<file path="src/rtl/p1v_plug_pkg.sv">
// Shared types and default timing constants for the Prop plug host link.
package p1v_plug_pkg;

    localparam int unsigned CLK_HZ           = 160_000_000;
    localparam int unsigned BAUD             = 115_200;
    localparam int unsigned DEF_CLKS_PER_BIT = (CLK_HZ + (BAUD / 2)) / BAUD;
    localparam int unsigned DEF_RESET_CYCLES = 16_000;
    localparam int unsigned DEF_BOOT_WAIT    = 14_400_000;

    typedef enum logic [2:0] {
        ST_TX_IDLE   = 3'd0,
        ST_RST_PULSE = 3'd1,
        ST_BOOT_WAIT = 3'd2,
        ST_START     = 3'd3,
        ST_DATA      = 3'd4,
        ST_STOP      = 3'd5
    } plug_state_t;

    function automatic int unsigned max_u(input int unsigned a, input int unsigned b);
        return (a > b) ? a : b;
    endfunction

endpackage

</file>
<file path="src/rtl/p1v_bit_timer.sv">
// UART bit-period timer: counts 0..CLKS_PER_BIT-1 while running and flags the last cycle.
module p1v_bit_timer #(
    parameter int unsigned CLKS_PER_BIT = 1389
) (
    input  logic clock_160,
    input  logic inp_resn,
    input  logic clear,
    input  logic run,
    output logic bit_done
);

    localparam int unsigned    CNT_W = $clog2(CLKS_PER_BIT);
    localparam logic [CNT_W-1:0] LAST = CNT_W'(CLKS_PER_BIT - 1);

    logic [CNT_W-1:0] cnt_q;
    logic [CNT_W-1:0] cnt_d;

    always_comb begin
        cnt_d = cnt_q;
        if (clear) begin
            cnt_d = '0;
        end else if (run) begin
            cnt_d = (cnt_q == LAST) ? '0 : cnt_q + CNT_W'(1);
        end
    end

    always_ff @(posedge clock_160 or negedge inp_resn) begin
        if (!inp_resn) begin
            cnt_q <= '0;
        end else begin
            cnt_q <= cnt_d;
        end
    end

    assign bit_done = run & ~clear & (cnt_q == LAST);

endmodule

</file>
<file path="src/rtl/prop_plug_host.sv">
// Host side of the Prop plug: timed Propeller reset, boot-ROM wait, then 8N1 byte serializer.
module prop_plug_host
    import p1v_plug_pkg::*;
#(
    parameter int unsigned CLKS_PER_BIT = DEF_CLKS_PER_BIT,
    parameter int unsigned RESET_CYCLES = DEF_RESET_CYCLES,
    parameter int unsigned BOOT_WAIT    = DEF_BOOT_WAIT
) (
    input  logic       clock_160,
    input  logic       inp_resn,
    input  logic       reset_req,
    input  logic [7:0] in_data,
    input  logic       in_valid,
    output logic       in_ready,
    output logic       tx,
    output logic       resn_out,
    output logic       busy
);

    localparam int unsigned      SEQ_W     = $clog2(max_u(RESET_CYCLES, BOOT_WAIT) + 1);
    localparam logic [SEQ_W-1:0] RST_LAST  = SEQ_W'(RESET_CYCLES - 1);
    localparam logic [SEQ_W-1:0] BOOT_LAST = SEQ_W'(BOOT_WAIT - 1);

    plug_state_t      state_q;
    plug_state_t      state_d;
    logic [7:0]       shift_q;
    logic [7:0]       shift_d;
    logic [2:0]       bit_idx_q;
    logic [2:0]       bit_idx_d;
    logic [SEQ_W-1:0] seq_cnt_q;
    logic [SEQ_W-1:0] seq_cnt_d;
    logic             tx_q;
    logic             tx_d;
    logic             resn_out_q;
    logic             resn_out_d;
    logic             in_ready_q;
    logic             in_ready_d;
    logic             busy_q;
    logic             busy_d;

    logic frame_active;
    logic bit_done;

    assign frame_active = (state_q == ST_START) || (state_q == ST_DATA) || (state_q == ST_STOP);

    // Timer restarts at zero on every accept because it is held clear outside a frame.
    p1v_bit_timer #(
        .CLKS_PER_BIT(CLKS_PER_BIT)
    ) u_bit_timer (
        .clock_160 (clock_160),
        .inp_resn  (inp_resn),
        .clear     (reset_req | ~frame_active),
        .run       (frame_active),
        .bit_done  (bit_done)
    );

    always_ff @(posedge clock_160 or negedge inp_resn) begin
        if (!inp_resn) begin
            state_q <= ST_TX_IDLE;
        end else begin
            state_q <= state_d;
        end
    end

    // Next state and datapath; reset_req overrides any handshake or frame in flight.
    always_comb begin
        state_d   = state_q;
        shift_d   = shift_q;
        bit_idx_d = bit_idx_q;
        seq_cnt_d = seq_cnt_q;
        if (reset_req) begin
            state_d   = ST_RST_PULSE;
            bit_idx_d = '0;
            seq_cnt_d = '0;
        end else begin
            unique case (state_q)
                ST_TX_IDLE: begin
                    if (in_valid && in_ready_q) begin
                        shift_d   = in_data;
                        bit_idx_d = '0;
                        state_d   = ST_START;
                    end
                end
                ST_RST_PULSE: begin
                    if (seq_cnt_q == RST_LAST) begin
                        seq_cnt_d = '0;
                        state_d   = ST_BOOT_WAIT;
                    end else begin
                        seq_cnt_d = seq_cnt_q + SEQ_W'(1);
                    end
                end
                ST_BOOT_WAIT: begin
                    if (seq_cnt_q == BOOT_LAST) begin
                        seq_cnt_d = '0;
                        state_d   = ST_TX_IDLE;
                    end else begin
                        seq_cnt_d = seq_cnt_q + SEQ_W'(1);
                    end
                end
                ST_START: begin
                    if (bit_done) begin
                        state_d = ST_DATA;
                    end
                end
                ST_DATA: begin
                    if (bit_done) begin
                        if (bit_idx_q == 3'd7) begin
                            state_d = ST_STOP;
                        end else begin
                            bit_idx_d = bit_idx_q + 3'd1;
                            shift_d   = {1'b0, shift_q[7:1]};
                        end
                    end
                end
                ST_STOP: begin
                    if (bit_done) begin
                        state_d = ST_TX_IDLE;
                    end
                end
                default: begin
                    state_d = ST_TX_IDLE;
                end
            endcase
        end
    end

    // Outputs are decoded from the next state so they change on the same edge as the state.
    always_comb begin
        tx_d       = 1'b1;
        resn_out_d = 1'b1;
        in_ready_d = 1'b0;
        busy_d     = 1'b1;
        unique case (state_d)
            ST_TX_IDLE: begin
                in_ready_d = 1'b1;
                busy_d     = 1'b0;
            end
            ST_RST_PULSE: resn_out_d = 1'b0;
            ST_START:     tx_d       = 1'b0;
            ST_DATA:      tx_d       = shift_d[0];
            default: begin
                tx_d = 1'b1;
            end
        endcase
    end

    always_ff @(posedge clock_160 or negedge inp_resn) begin
        if (!inp_resn) begin
            shift_q    <= '0;
            bit_idx_q  <= '0;
            seq_cnt_q  <= '0;
            tx_q       <= 1'b1;
            resn_out_q <= 1'b1;
            in_ready_q <= 1'b0;
            busy_q     <= 1'b0;
        end else begin
            shift_q    <= shift_d;
            bit_idx_q  <= bit_idx_d;
            seq_cnt_q  <= seq_cnt_d;
            tx_q       <= tx_d;
            resn_out_q <= resn_out_d;
            in_ready_q <= in_ready_d;
            busy_q     <= busy_d;
        end
    end

    assign tx       = tx_q;
    assign resn_out = resn_out_q;
    assign in_ready = in_ready_q;
    assign busy     = busy_q;

endmodule

</file>
<file path="config.mk">
export PLATFORM = sky130hd
export DESIGN_NAME = prop_plug_host
export DESIGN_NICKNAME = d
export VERILOG_FILES = /design/src/rtl/p1v_plug_pkg.sv /design/src/rtl/p1v_bit_timer.sv /design/src/rtl/prop_plug_host.sv
export SDC_FILE = /design/constraint.sdc
export NUM_CORES = 1
export LEC_CHECK = 0
export CAP_MARGIN = 25
export CORE_AREA = 8 8 94 96
export CTS_BUF_LIST = sky130_fd_sc_hd__clkbuf_8
export DETAILED_ROUTE_END_ITERATION = 7
export DIE_AREA = 0 0 102 104
export GPL_TIMING_DRIVEN = 0
export HOLD_SLACK_MARGIN = 0.15
export SETUP_SLACK_MARGIN = 0.15
export SLEW_MARGIN = 5
export SYNTH_ARGS = -nofsm -noshare
export SYNTH_HDL_FRONTEND = slang
export SYNTH_HIERARCHICAL = 1
export SYNTH_SLANG_ARGS = --single-unit
</file>
<file path="constraint.sdc">
create_clock -name clock_160 -period 8.4 [get_ports clock_160]
set_clock_uncertainty 0.05 [all_clocks]
set_input_delay 0.84 -clock clock_160 [delete_from_list [all_inputs] [get_ports clock_160]]
set_output_delay 0.84 -clock clock_160 [all_outputs]
set_load 0.03 [all_outputs]
</file>
==> reports/qor.yml <==
synth-seq-cells: 53
start_kind: "primary input"
placementRows: 32
grtUsageMet3_pct: 2.54
synth_nets: 377
area_delta_synth_final_pct: 12.9
setup_viol: 0
route.vias.total: 2753
initial_core_util_pct: 42.7
grt_use_met2_pct: 23.9
maxCapViolCount: 0
postSynthAreaPerCell_um2: 8.84
grt_max_degree: 38
yosys_warnings: 6
die_x_um: 102
postCtsSetupBuffers: 0
core_area_um2: 7450
drc: 0
intPower_w: 0.000370
cp-end-kind: "flip-flop"
via_per_inst: 5.66
worstMarginPinSlew_ns: 0.875
r2r-start: "state_q[1]"
critPathMaxFanout: 10
overflow: 0
dp.cells: 478
path_depth: 9
ys_seq_area_share_pct: 41.7
root_buffer: "clkbuf_8"
rr_endpoint: "shift_q[0]"
clock_power_share_pct: 37.4
required_ns: 8.51
drt_pre_antenna_iters: 4
die-area_um2: 10600
max-slew-margin-rel_pct: 41.3
max_stage_delay_ns: 0.49
routabilityCongestion: 0.833
switching_power_w: 0.000109
placed_area_um2: 3480
dp_slack_ns: 4.55
fin_tns_setup_ns: 0
syn-instance-count: 360
clk_path_buf_depth: 2
swShare_pct: 22.8
min_period_ns: 3.51
track_usage_pct: 14.7
stdcell_count: 486
route.final.wire_length_um: 7480
crit_family: "buffers and inverters"
fin_hold_ws_ns: 0.404
synth.cell_area_um2: 3180
startpoint: "reset_req"
pwr-share-comb_pct: 6.6
port-buffer-count: 15
rsz0062_at_grt: "false"
grt_pass1_wl_um: 12900
nets: 400
slowest_stage: "clkdlybuf4s50_1"
synth.distinct_cells: 60
fin_area_um2: 3590
antenna_found_initial: 0
cts.sinks: 53
drtIter0Drc: 101
timing.final.crit_share_pct: 41.8
layout-drive-gt1-share_pct: 9.90
r2r_slack_ns: 4.99
sequentialPowerShare_pct: 55.9
min_path_type: "in2async"
endpoint: "shift_q[0]"
post_cts_resized: 0
mostFrequentLayoutCells: "dfrtp_1 (51), nand2_1 (35), nor2_1 (28)"
ios: 16
leakagePower_nw: 1.48
vdd_ir_drop_max_uv: 64.4
crit_buf_inv: 3
async_reset_ff_share_pct: 100
wl_per_cell_um: 15.4
clkSlewWorstSetupHoldPaths_ns: 0.10
hold_violations: 0
power_density_nw_per_um2: 133
grt.met1_usage_pct: 19.1
criticalPathCategory: "in2reg"
synth_ff_type: "dfrtp_1"
fin_ws_ns: 4.89
htreeDepth: 2
antenna_left: 0
grt_pass1_vias: 2657
synth-edff-count: 0
diodes: 0
cts_tree: "done"
clock_latency_ns: 0.31
cts_hold_buffers: 0
path_cells: "clkdlybuf4s50_1 -> clkbuf_1 -> nand2b_1 -> nand2b_1 -> nor2_1 -> nand3b_1 -> a21oi_1 -> clkbuf_1 -> o22ai_1"
cp.arrival_ns: 3.62
r2r_cells: 10
layout_commonest_cell: "dfrtp_1"
place_hpwl_um: 5290
slew_violations: 0
fp.dieH_um: 104
cts_buffers: 5
grt-busiest-layer: "met2"
fmaxAchievable_mhz: 285
status: "complete, no violations"
==> metrics by stage <==
step	total power, W	util [%]
global placement	0.000303	46.5
finish	0.000479	48.2
floorplan	0.000287	-
CTS	0.000490	48.2
global route	0.000501	48.2
detailed placement	0.000306	46.7
==> registers in the layout (all words and copies together), names as in the netlist <==
signal	flops
tx	1
shift_q	8
busy	1
resn_out	1
state_q	3
bit_idx_q	3
u_bit_timer/cnt_q	11
seq_cnt_q	24
in_ready	1
==> power groups by stage <==
stage | logic, W | registers (W) | clock network [W]
2_1_floorplan | 0.0000164 | 0.000271 | 0
3_3_place_gp | 0.0000308 | 0.000273 | 0
3_5_place_dp | 0.0000330 | 0.000273 | 0
4_1_cts | 0.0000328 | 0.000268 | 0.000189
5_1_grt | 0.0000365 | 0.000269 | 0.000195
6_report | 0.0000318 | 0.000268 | 0.000179
==> cells by family after synthesis <==
| family | Yosys count | share of synthesized area [%] |
|---|---|---|
| compound gates | 99 | 21.1 |
| xor+xnor | 4 | 1.10 |
| fa+ha+maj | 5 | 1.97 |
| buf+inv | 36 | 4.91 |
| flops | 53 | 41.7 |
| mux | 2 | 0.668 |
| simple gates | 161 | 28.5 |
==> per-layer routing <==
metal,vias up,share of wire [%],wire [um]
li1,1383,-,-
met1,1331,49,3640
met2,33,47,3540
met3,6,3.0,225
met4,0,0.94,70
met5,-,0,0
==> area by class of cell <==
type	count	area, um2
Buffer	18	88.8
Inverter	18	67.6
Tap cell	102	128
Timing Repair Buffer	16	165
Clock inverter	2	33.8
Fill cell	729	3850
Clock buffer	6	82.6
Multi-Input combinational cell	271	1700
Sequential cell	53	1330
==> how the worst min path moves through the flow <==
stage | depth (start not counted) | slack, ns | to
6_report | 1 | 0.40 | seq_cnt_q[15]
5_1_grt | 1 | 0.42 | seq_cnt_q[15]
4_1_cts | 1 | 0.41 | seq_cnt_q[15]
3_5_place_dp | 2 | 0.47 | bit_idx_q[1]
3_3_place_gp | 2 | 0.44 | shift_q[0]
2_1_floorplan | 2 | 0.42 | shift_q[0]
==> cell usage after synthesis (all sizes together) (2+ instances only) <==
cell type	n	share of area, %
o311ai	2	0.55
a22oi	14	3.3
nand3b	7	1.7
or4	2	0.47
nand2	35	4.1
nor2	29	3.5
buf	10	1.8
o211ai	14	3.3
nand4	14	2.9
o21ai	18	2.8
nand4b	3	0.83
a21o	2	0.47
nor4	5	1.5
a31oi	2	0.39
nand3	16	2.5
and3	5	0.98
o221ai	3	0.83
a21oi	23	3.6
inv	18	2.1
nor3	9	1.6
ha	5	2.0
dfrtp	51	40
or2	7	1.4
o22ai	2	0.39
or3	7	1.4
nor3b	2	0.47
a22o	2	0.55
dfstp	2	1.7
xor2	3	0.83
and4	6	1.7
and2	5	1.1
nand2b	6	1.2
clkbuf	8	0.94
o21bai	7	1.7
nor4b	3	1.3
No activity file was read; power rests on OpenSTA's default activity.
